File: config.mk
export PLATFORM = sky130hd
export DESIGN_NAME = cubic_sweep_ctrl
export DESIGN_NICKNAME = d
export VERILOG_FILES = /design/src/rtl/cubic_sweep_ctrl.sv
export SDC_FILE = /design/constraint.sdc
export NUM_CORES = 1
export LEC_CHECK = 0
export ABC_AREA = 1
export CAP_MARGIN = 20
export CORE_MARGIN = 2
export CORE_UTILIZATION = 25
export CTS_BUF_LIST = sky130_fd_sc_hd__clkbuf_4
export CTS_CLUSTER_DIAMETER = 200
export CTS_CLUSTER_SIZE = 8
export DETAILED_ROUTE_END_ITERATION = 7
export PLACE_DENSITY = 0.4
export SLEW_MARGIN = 40
export SYNTH_ARGS = -nofsm -noshare
export SYNTH_HDL_FRONTEND = slang
export SYNTH_SLANG_ARGS = --single-unit
File: constraint.sdc
create_clock -name clk -period 13.2 [get_ports clk]
set_clock_uncertainty 0.15 [all_clocks]
set_input_delay 3.3 -clock clk [delete_from_list [all_inputs] [get_ports clk]]
set_output_delay 3.3 -clock clk [all_outputs]
set_load 0.005 [all_outputs]
File: src/rtl/cubic_sweep_ctrl.sv
// Sweep sequencer around cubic_fixed: issues one x per cycle, realigns returned y with its x, buffers (x, y) pairs.
// Latency: sample issued at edge k is pushed at edge k+LAT; m_valid rises after that edge.
// Backpressure: credit-based issue; stalls once FIFO occupancy plus in-flight samples reaches DEPTH.
//
// Ports:
//   clk, rst                   clock (rising edge), asynchronous active-high reset
//   start                      one-cycle sweep request, ignored while busy
//   x_start, x_step, n_samples sweep description, sampled when start is accepted
//   c0, c1, c2                 coefficient set, sampled when start is accepted
//   busy, done                 sweep in progress / one-cycle completion pulse
//   cx, ca0, ca1, ca2          registered drive to cubic_fixed x, a0, a1, a2
//   cy                         y returned by cubic_fixed, LAT cycles after cx
//   m_x, m_y, m_valid, m_ready output pair stream (valid/ready), driven from the FIFO head
module cubic_sweep_ctrl #(
    parameter int WID   = 16,
    parameter int FBITS = 12,
    parameter int LAT   = 3,
    parameter int DEPTH = 4
) (
    input  logic           clk,
    input  logic           rst,
    input  logic           start,
    input  logic [WID-1:0] x_start,
    input  logic [WID-1:0] x_step,
    input  logic [15:0]    n_samples,
    input  logic [WID-1:0] c0,
    input  logic [WID-1:0] c1,
    input  logic [WID-1:0] c2,
    output logic           busy,
    output logic           done,
    output logic [WID-1:0] cx,
    output logic [WID-1:0] ca0,
    output logic [WID-1:0] ca1,
    output logic [WID-1:0] ca2,
    input  logic [WID-1:0] cy,
    output logic [WID-1:0] m_x,
    output logic [WID-1:0] m_y,
    output logic           m_valid,
    input  logic           m_ready
);

    localparam int PW = (DEPTH > 1) ? $clog2(DEPTH) : 1;
    localparam int CW = $clog2(DEPTH + 1);
    localparam int IW = $clog2(LAT + 1);
    localparam int SW = $clog2(DEPTH + LAT + 1);

    // FBITS only describes the number format seen by cubic_fixed; the
    // sequencer never does fixed-point arithmetic, so it is only range-checked.
    if (LAT < 1 || DEPTH < 1 || FBITS >= WID) begin : g_param_err
        $error("cubic_sweep_ctrl: need LAT>=1, DEPTH>=1, FBITS<WID");
    end

    typedef enum logic [1:0] {
        S_IDLE = 2'd0,
        S_RUN  = 2'd1,
        S_DONE = 2'd2
    } state_t;

    state_t         r_state;
    logic           r_busy;
    logic           r_done;
    logic [15:0]    r_remaining;
    logic [WID-1:0] r_xnext;
    logic [WID-1:0] r_xstep;
    logic [WID-1:0] r_cx;
    logic [WID-1:0] r_ca0;
    logic [WID-1:0] r_ca1;
    logic [WID-1:0] r_ca2;

    // Tag pipeline: stage i holds the x issued i+1 edges ago.
    logic           r_tag_vld [LAT];
    logic [WID-1:0] r_tag_x   [LAT];
    logic [IW-1:0]  r_inflight;

    // Output FIFO.
    logic [WID-1:0] r_fifo_x [DEPTH];
    logic [WID-1:0] r_fifo_y [DEPTH];
    logic [PW-1:0]  r_wr_ptr;
    logic [PW-1:0]  r_rd_ptr;
    logic [CW-1:0]  r_count;

    logic w_push;
    logic w_pop;
    logic w_credit_ok;
    logic w_issue;
    logic w_drained;

    function automatic logic [PW-1:0] ptr_inc(input logic [PW-1:0] p);
        return (p == PW'(DEPTH - 1)) ? '0 : p + 1'b1;
    endfunction

    // cubic_fixed cannot stall, so every sample issued must already own a
    // FIFO slot: occupancy plus in-flight samples is the credit in use.
    assign w_push      = r_tag_vld[LAT-1];
    assign w_pop       = (r_count != '0) && m_ready;
    assign w_credit_ok = (SW'(r_count) + SW'(r_inflight)) < SW'(DEPTH);
    assign w_issue     = (r_state == S_RUN) && (r_remaining != 16'd0) && w_credit_ok;

    // Leave RUN on the edge of the last handshake so done follows one edge
    // later. No in-flight samples means no push can land on this edge.
    assign w_drained = (r_remaining == 16'd0) && (r_inflight == '0) &&
                       ((r_count == '0) || ((r_count == CW'(1)) && w_pop));

    // Sequencer FSM with registered outputs.
    always_ff @(posedge clk or posedge rst) begin
        if (rst) begin
            r_state     <= S_IDLE;
            r_busy      <= 1'b0;
            r_done      <= 1'b0;
            r_remaining <= '0;
            r_xnext     <= '0;
            r_xstep     <= '0;
            r_cx        <= '0;
            r_ca0       <= '0;
            r_ca1       <= '0;
            r_ca2       <= '0;
        end else begin
            case (r_state)
                S_IDLE: begin
                    r_done <= 1'b0;
                    if (start) begin
                        r_busy      <= 1'b1;
                        r_ca0       <= c0;
                        r_ca1       <= c1;
                        r_ca2       <= c2;
                        r_remaining <= n_samples;
                        r_xnext     <= x_start;
                        r_xstep     <= x_step;
                        r_state     <= (n_samples == 16'd0) ? S_DONE : S_RUN;
                    end
                end
                S_RUN: begin
                    if (w_issue) begin
                        r_cx        <= r_xnext;
                        r_xnext     <= r_xnext + r_xstep;
                        r_remaining <= r_remaining - 16'd1;
                    end
                    if (w_drained) begin
                        r_state <= S_DONE;
                    end
                end
                S_DONE: begin
                    r_done  <= 1'b1;
                    r_busy  <= 1'b0;
                    r_state <= S_IDLE;
                end
                default: begin
                    r_state <= S_IDLE;
                    r_busy  <= 1'b0;
                    r_done  <= 1'b0;
                end
            endcase
        end
    end

    // Tag pipeline and in-flight counter.
    always_ff @(posedge clk or posedge rst) begin
        if (rst) begin
            for (int i = 0; i < LAT; i++) begin
                r_tag_vld[i] <= 1'b0;
                r_tag_x[i]   <= '0;
            end
            r_inflight <= '0;
        end else begin
            r_tag_vld[0] <= w_issue;
            r_tag_x[0]   <= r_xnext;
            for (int i = 1; i < LAT; i++) begin
                r_tag_vld[i] <= r_tag_vld[i-1];
                r_tag_x[i]   <= r_tag_x[i-1];
            end
            case ({w_issue, w_push})
                2'b10:   r_inflight <= r_inflight + 1'b1;
                2'b01:   r_inflight <= r_inflight - 1'b1;
                default: r_inflight <= r_inflight;
            endcase
        end
    end

    // Output FIFO. Storage is cleared on reset so the head reads zero.
    always_ff @(posedge clk or posedge rst) begin
        if (rst) begin
            for (int i = 0; i < DEPTH; i++) begin
                r_fifo_x[i] <= '0;
                r_fifo_y[i] <= '0;
            end
            r_wr_ptr <= '0;
            r_rd_ptr <= '0;
            r_count  <= '0;
        end else begin
            if (w_push) begin
                r_fifo_x[r_wr_ptr] <= r_tag_x[LAT-1];
                r_fifo_y[r_wr_ptr] <= cy;
                r_wr_ptr           <= ptr_inc(r_wr_ptr);
            end
            if (w_pop) begin
                r_rd_ptr <= ptr_inc(r_rd_ptr);
            end
            case ({w_push, w_pop})
                2'b10:   r_count <= r_count + 1'b1;
                2'b01:   r_count <= r_count - 1'b1;
                default: r_count <= r_count;
            endcase
        end
    end

    assign busy    = r_busy;
    assign done    = r_done;
    assign cx      = r_cx;
    assign ca0     = r_ca0;
    assign ca1     = r_ca1;
    assign ca2     = r_ca2;
    // Head entry is never overwritten while occupied, so it holds under stall.
    assign m_x     = r_fifo_x[r_rd_ptr];
    assign m_y     = r_fifo_y[r_rd_ptr];
    assign m_valid = (r_count != '0);

endmodule

======== Word-level counts from Yosys, hierarchy flattened ========
Index checks and enable logic that the tools add are counted.
storage, ports and cells
  ROM bits ................................ 0
  bits in writable memories ............... 0
  output and inout port bits .............. 99
  bits of input ports ..................... 116
  bits in latches ......................... 0
  memories ................................ 0
  flip-flop bits (word level) ............. 304
  word-level logic and storage cells ...... 106
operators by class
  $add $sub $neg .......................... 9
  order comparisons ....................... 4
  reduce and logical (&&, ||, !) cells .... 23
  equal/unequal tests ..................... 12
  div/mod/pow operators ................... 0
  shift-type cells ........................ 0
  bitwise operators ....................... 3
  multiplexer cells ....................... 27
  $mul .................................... 0
operators by type and width
  kind                   number
  $mux 16                9
  $bwmux 64              2
  $bmux 16 s2            2
  $pmux 16 s2            2
  $demux 16 s2           1
  $logic_not 16->1       2
  $add 16x16->16         1
  $reduce_bool 16->1     1
  $sub 16x1->16 const B  1
  $eq 2x2->1 const B     5
  $mux 2                 5
  $pmux 2 s2             2
  $reduce_and 2->1       4
  $logic_and 1x1->1      7
  $add 2x1->2 const B    3
  $eq 2x1->1 const B     3
  $ge 3x3->1 const B     2
  $ne 2x2->1 const B     3
  $not 2->3              2
  $pmux 3 s2             1
  $reduce_bool 2->1      3
  $logic_not 2->1        2
  $pmux 1 s2             2
  $add 3x1->3 const B    1
  12 further kinds       12

======== Depth between registers and ports, before layout ========
  word-level depth ........................ 7
  depth in mapped cells ................... 13
  depth with buffers taken out ............ 13

======== Worst setup path before layout ========
OpenSTA, ideal clock, no wires.
  path kind ............................... register -> output
  start point ............................. register r_rd_ptr[0]
  end point ............................... output port m_x[10]
  path buffers ............................ 2
  setup slack ............................. 8.540 ns
  arrival time ............................ 1.210 ns
  data required time ...................... 9.750 ns
  stages on the path, launching flop included .. 6
  cells stage by stage .................... dfrtp_1 > inv_1 > clkbuf_1 > clkbuf_1 > nor2_1 > o22ai_1
on the way
  word-level cells in the longest chain between the ends .. 4
ends and longest elaborated chain
  element                                     RTL line  text
  start: declaration                          79        logic [PW-1:0] r_rd_ptr;
  start signal: assignment                    196       r_rd_ptr <= ptr_inc(r_rd_ptr);
  $not 2->3 (not written as such)             213       assign m_x = r_fifo_x[r_rd_ptr];
  $bmux 16 s2                                 213
  $mux 16 (not written as such) (2 in a row)  213
  end: declaration                            36        output logic [WID-1:0] m_x,
No other way between the ends. The select of a mux whose other input is x is not followed.

======== Worst setup path after layout ========
  start point ............................. register r_rd_ptr[1]
  end point ............................... output port m_x[4]
Same word-level chain as after synthesis.

==> summary.md <==
| Metric | Value |
|---|---|
| Hold Crit Start | r_tag_x[17]$_DFF_PP0_ |
| Slowest stage delay, CP | 0.57 ns |
| Gp weighted congestion | ~0.76 |
| Crit path buffers/inverters | 4 |
| Post-Syn Nets | around 1600 |
| Initial Utilization | 25.4% |
| Largest net degree at the start of global routing | 120 |
| Number of flops mapped to enable cells by yosys | 0 |
| Slew headroom | 50.5% |
| First-pass GRT wire length | roughly 60 mm |
| DIE AREA | about 56000 um2 |
| CTS H-tree depth | 2 |
| DR WL/cell | roughly 16 um |
| Post-Synthesis Cells | approximately 1500 |
| Crit path max-delay family | buffers and inverters |
| Routed wire length | between 30 and 40 mm |
| Chip height | 236 um |
| Clock Sinks | about 300 |
| RR Startpoint | r_state[1]$_DFFE_PP0P_ |
| Top cell type's share of synthesized area | roughly 57% |
| WHS Path Cells | 0 |
| Total chip power | 3.33 mW |
| Setup repair bufs after CTS | 0 |
| Root buffer cell | clkbuf_4 |
| Clock Path Buffers | 3 |
| Total number of vias | 10300 |
| Crit-path most repeated cell | buf_4 |
| FF-to-FF setup slack | just under 10 ns |
| # fillers | ~5600 |
| Final HPWL DP | roughly 24 mm |
| Critical Path AT | roughly 3.0 ns |
| Post-synth top cells | nand2_1 (405), dfrtp_1 (304), o21ai_0 (212) |
| Worst Setup Start Kind | register |
| CP Capture Type | output port |
| Area Overhead vs Synth | 23.6% |
| CP Max Fanout | 34 |
| Post-DRT Antenna Nets | 0 |
| Synth area leaders | dfrtp_1 (57%), nand2_1 (11%), o21ai_0 (7.9%) |
| Fin crit period | 6.42 ns |
| Synth Flop Type | dfrtp_1 |
| Syn. warnings | 0 |
| DRC viols | 0 |
| Final hold vios | 0 |
| Peak Freq | approximately 0.16 GHz |
| Insertion delay to the later sink of the worst-skew pair | between 0.7 and 0.8 ns |
| Peak supply drop | about 0.07 mV |
| Synth async-reset ratio | 100% |
| Drt first pass iters | 5 |
| Final setup violation count | 0 |
| Num rows | 84 |
| Power Density | 201 nW/um2 |
| Global router's overall resource usage | 13.7% |
| Max capacitance violation total | 0 |
| Number of buffers created by CTS | 43 |
| Cts hold-fix bufs | 0 |
| Hold Crit Class | reg2reg |
| Synth unique cells | 33 |
| Layout cells sized above 1 | 9.02% |
| Vias per std cell | about 4.4 |
| RSZ-0062 raised after global routing | false |
| Avg Inst Size Synth | 9.13 um2 |
| Yosys top cell by area | dfrtp_1 |
| Sequential area share after synthesis | between 50% and 60% |
| Final setup TNS | 0 ns |
| Tightest Pin Transition | between 0.7 and 0.8 ns |
| Most frequent cell after synthesis | nand2_1 |
| Synth Cell Area | ~13000 um2 |
| CP Cell Sequence | buf_4 > inv_1 > buf_4 > o21ai_0 > o22ai_1 > clkdlybuf4s50_1 |
| R2R depth | 7 |
| Port buffer count | ~210 |
| Total Nets Final | around 1800 |
| Starting DRC count in detailed routing | around 480 |
| Design area | ~17000 um2 |
| Vias in the first global route | between 10000 and 15000 |
| Dpl cell area | about 16000 um2 |
| Critical setup path kind | reg2out |
| Leak | approximately 8 nW |
| CTS clk-pin slew, worst paths | around 0.1 ns |
| Die width | between 200 and 250 um |
| CTS tree | done |
| Initial antenna violation count | 6 |
| Total grt overflow | 0 |
| Status | completed |
| Tcrit/Tclk final | about half |
| Max-slew violation count | 0 |
| Hold endpoint | r_tag_x[1]$_DFF_PP0_ |
| Core region area | between 50000 and 60000 um2 |
| RR Endpoint | r_xnext[0]$_DFFE_PP0P_ |
| CP Data Required Time | roughly 9.8 ns |
| Yosys reg bits | between 300 and 400 |
| CTS resizes | 0 |
| # IOs | 215 |
| CP max-delay cell | clkdlybuf4s50_1 |
metal layers:
metal | up-vias | track usage, % | share of wire (%)
li1 | 5142 | - | -
met1 | 4847 | 18.6 | 48
met2 | 238 | 20.9 | 43
met3 | 60 | 4.30 | 6.8
met4 | 6 | 4.13 | 2.1
met5 | - | 0 | 0.12
layout make-up:
type	count	area, um2	share of cell area [%]
Antenna cell	2	5.00	0.0302
Clock buffer	45	338	2.04
Clock inverter	2	33.8	0.204
Inverter	117	452	2.72
Multi-Input combinational cell	980	5050	30.4
Sequential cell	304	7610	45.9
Tap cell	688	861	5.19
Timing Repair Buffer	226	2240	13.5
power breakdown:
group,switching (mW),internal [mW]
Sequential,0.187,1.24
Combinational,0.813,0.576
Clock,0.333,0.176
cell usage in the layout (no fill, tap or decap), types with 2 or more instances in the layout:
| master | n |
|---|---|
| nor2_1 | 124 |
| xnor2_1 | 8 |
| inv_1 | 112 |
| mux2_2 | 64 |
| buf_6 | 3 |
| buf_4 | 9 |
| nor4_1 | 4 |
| o21ai_1 | 16 |
| ha_1 | 29 |
| o31ai_1 | 2 |
| clkdlybuf4s50_1 | 214 |
| nand4_1 | 6 |
| nand2_2 | 8 |
| clkbuf_4 | 45 |
| nor3_1 | 2 |
| dfrtp_1 | 303 |
| xor2_1 | 2 |
| diode_2 | 2 |
| nand3_1 | 38 |
| or2_2 | 7 |
| nand2_1 | 400 |
| inv_2 | 5 |
| o22ai_1 | 32 |
| o21ai_0 | 212 |
| nor2_2 | 4 |
| nand3b_1 | 2 |
| a21oi_1 | 13 |
worst register-to-register path: stages, from the launching register on:
cell	delay (ns)
dfrtp_1	0.47
nor2_8	0.60
inv_2	0.47
nand2_1	0.23
nand2_2	0.40
inv_2	0.64
nand2_1	0.13
o21ai_1	0.10
cells by family (layout without fill, tap and decap cells):
family,Yosys count,after routing,share of synthesized area [%]
AND/OR/NAND/NOR,599,599,17.9
other,0,2,0
buffers and inverters,185,390,5.77
AO/OA/AOI/OAI,277,277,10.7
flip-flops,304,304,56.7
adder cells (fa/ha/maj),30,30,2.85
multiplexers,64,64,5.37
XOR/XNOR,10,10,0.653
metrics by stage:
stage	worst slack, ns	hold WS, ns	std cells	utilization (%)
after floorplan	1.35	0.181	1469	-
after global placement	6.85	0.183	2315	30.7
after detailed placement	7.20	0.185	2315	30.7
after CTS	6.61	0.188	2362	31.4
after global routing	6.52	0.199	2363	31.4
final	6.78	0.200	2364	31.4
how the worst max path moves through the flow:
stage | cells past startpoint | to | from
CTS | 6 | m_x[6] | r_rd_ptr[1]$_DFFE_PP0P_
finish | 6 | m_x[4] | r_rd_ptr[1]$_DFFE_PP0P_
floorplan | 1 | busy$_DFFE_PP0P_ | rst
global route | 6 | m_x[4] | r_rd_ptr[1]$_DFFE_PP0P_
detailed placement | 4 | ca0[11]$_DFFE_PP0P_ | rst
global placement | 4 | ca0[11]$_DFFE_PP0P_ | rst
sequential cells by signal, summed over array words and instances, names as in the netlist:
signal	flops
r_wr_ptr	2
r_inflight	2
r_xnext	16
r_xstep	16
r_count	3
r_tag_x	48
r_remaining	16
cx	16
w_push	1
r_fifo_x	64
r_rd_ptr	2
r_fifo_y	64
busy	1
ca0	16
r_state	2
r_tag_vld	2
ca1	16
ca2	16
done	1
Power figures use the tool's default switching activity.
==> edit (config.mk and constraints unchanged) <==
Encoding of `state_t`: now one-hot (3 bits for 3 states).
--- a/src/rtl/cubic_sweep_ctrl.sv
+++ b/src/rtl/cubic_sweep_ctrl.sv
@@ -50,10 +50,10 @@
         $error("cubic_sweep_ctrl: need LAT>=1, DEPTH>=1, FBITS<WID");
     end
 
-    typedef enum logic [1:0] {
-        S_IDLE = 2'd0,
-        S_RUN  = 2'd1,
-        S_DONE = 2'd2
+    typedef enum logic [2:0] {
+        S_IDLE = 3'b001,
+        S_RUN  = 3'b010,
+        S_DONE = 3'b100
     } state_t;
 
     state_t         r_state;
Behaviour: no difference found for any inputs over 4 cycles, from zero or initial values and one cycle with rst high; so few cycles prove little.
==> edit against the unedited design <==
- combinational power grew 19%
- critical path depth fell by 1
- worst hold slack got worse by 9.1 ps
- wire length up 4.4%
- sequential cell count increased by 1
- synthesized area grew 0.47%
- setup slack improved by 110 ps
- power up 13%
- non-clock buffer count up 2
- final area is 0.82% higher
- highest routed layer unchanged
==> edit: results (changes against the unedited design) <==
- Share of the synthesized area in the top cell type: 56.4% (was 56.7%)
- Placement Cell Area: 16300 sq um (was 16200 sq um)
- Final HPWL DP: 24600 microns (was 24000 microns)
- Area overhead of the layout relative to synthesis: 24.1% (was 23.6%)
- Wire length per cell: 15.9 microns (was 16.0 microns)
- Post-CTS setup buffers: 0 (unchanged)
- CP Max Fanout: 26 (was 34)
- DR pass1 iterations: 5 (unchanged)
- Routability cong.: 0.806 (was 0.759)
- Hold path depth: 0 (unchanged)
- Worst hold slack: 191 ps (was 200 ps)
- Initial DRC count: 556 (was 475)
- Mux cell area share after synthesis: 0.0743% (was 5.37%)
- Worst skew pair latency: 770 ps
- Flop2flop setup slack: 10010 ps (was 9930 ps)
- Top cells by count, synth: nand2_1 (558), dfrtp_1 (304), o21ai_0 (235), inv_1 (117), nor2_1 (109) (was nand2_1 (405), dfrtp_1 (304), o21ai_0 (212), nor2_1 (124), inv_1 (114))
- Final WL: 39500 microns (was 37900 microns)
- Max transition margin: 49.3% (was 50.5%)
- FILL cells: 5746 (was 5636)
- Xor/xnor share of the synthesized area: 0.780% (was 0.653%)
- Dpl cells: 2435 (was 2315)
- Layout cells sized above 1: 5.91% (was 9.02%)
- Post_cts resized: 0 (unchanged)
- Worst r2r dst: r_state[2] (was r_xnext[0])
- Syn Inst Count: 1588 (was 1469)
- Post-synthesis net count: 1734 (was 1615)
- Main area contributors after synthesis: dfrtp_1 (56%), nand2_1 (16%), o21ai_0 (8.7%) (was dfrtp_1 (57%), nand2_1 (11%), o21ai_0 (7.9%))
- Compound-Gate Fraction of Synth Area: 11.5% (was 10.7%)
- Sequential area share after synthesis: 56.6% (was 56.7%)
- Initial antenna violation count: 5 (was 6)
- Crit path arrival time: 2860 ps (was 2970 ps)
- Peak supply drop: 0.000104 V (was 0.0000690 V)
- Nets: 1932 (was 1818)
- RR Startpoint: r_state[0] (was r_state[1])
- Leak: 8.01 nW (was 7.99 nW)
- Total CTS buffers: 44 (was 43)
- Synth Area in Adders: 2.84% (was 2.85%)
- GRT Total Usage: 14.6% (was 13.7%)
- Status: complete, no violations (unchanged)
- Synth cell types: 39 (was 33)
- Synth warn: 0 (unchanged)
- CTS clk-pin slew, worst paths: 100 ps (about the same)
- Largest net degree at the start of global routing: 97 (was 120)
- Reg2reg path depth: 9 (was 7)
- Pre-CTS WS: 6950 ps (was 7200 ps)
- Vias: 10687 (was 10293)
- Min-Delay Endpoint: r_tag_x[8] (was r_tag_x[1])
- First-pass GRT wire length: 64400 microns (was 60300 microns)
- Worst min-delay path startpoint: r_tag_x[24] (was r_tag_x[17])
[edit: area by class of cell]
| type | count | area share [%] |
|---|---|---|
| Tap cell | 696 | 5.21 |
| Sequential cell | 305 | 45.7 |
| Multi-Input combinational cell | 1087 | 30.3 |
| Antenna cell | 1 | 0.0150 |
| Inverter | 120 | 2.77 |
| Clock buffer | 54 | 2.42 |
| Timing Repair Buffer | 228 | 13.6 |
| Clock inverter | 1 | 0.0524 |
[edit: cell families (layout without fill, tap and decap cells)]
kind of cell / after synthesis / after routing
AOI/OAI and AO/OA: 294 / 294
xor gates and xnor gates: 12 / 12
adders and majority gates: 30 / 30
buffers and inverters: 196 / 403
DFF: 305 / 305
muxes: 1 / 1
other: 0 / 1
and+or+nand+nor: 750 / 750
[edit: routing by layer]
layer  wire [microns]  up-vias  global-route usage (%)
li1                 -     5431                       -
met1            19000     4969                    19.9
met2            17400      223                    22.7
met3             2340       56                    3.84
met4              743        8                    4.05
met5               53        -                       0
[edit: critical path: stages (launching register included)]
cell             delay (ps)
dfrtp_1                 410
inv_1                   250
buf_4                   410
o21ai_0                 150
o22ai_1                 300
clkdlybuf4s50_1         580
[edit: power breakdown]
part / total (mW) / internal [mW] / switching [mW]
clock: 0.530 / 0.186 / 0.344
combinational: 1.66 / 0.734 / 0.929
sequential: 1.58 / 1.33 / 0.242
[edit: worst max-delay path by stage]
stage	startpoint	to	slack (ps)	cells past startpoint
after floorplan	rst	busy	1320	1
after global placement	rst	cx[0]	6650	4
after detailed placement	start	r_remaining[6]	6950	6
after CTS	r_rd_ptr[1]	m_x[7]	6700	5
after global routing	r_rd_ptr[1]	m_x[7]	6600	5
final	r_rd_ptr[1]	m_x[7]	6890	5
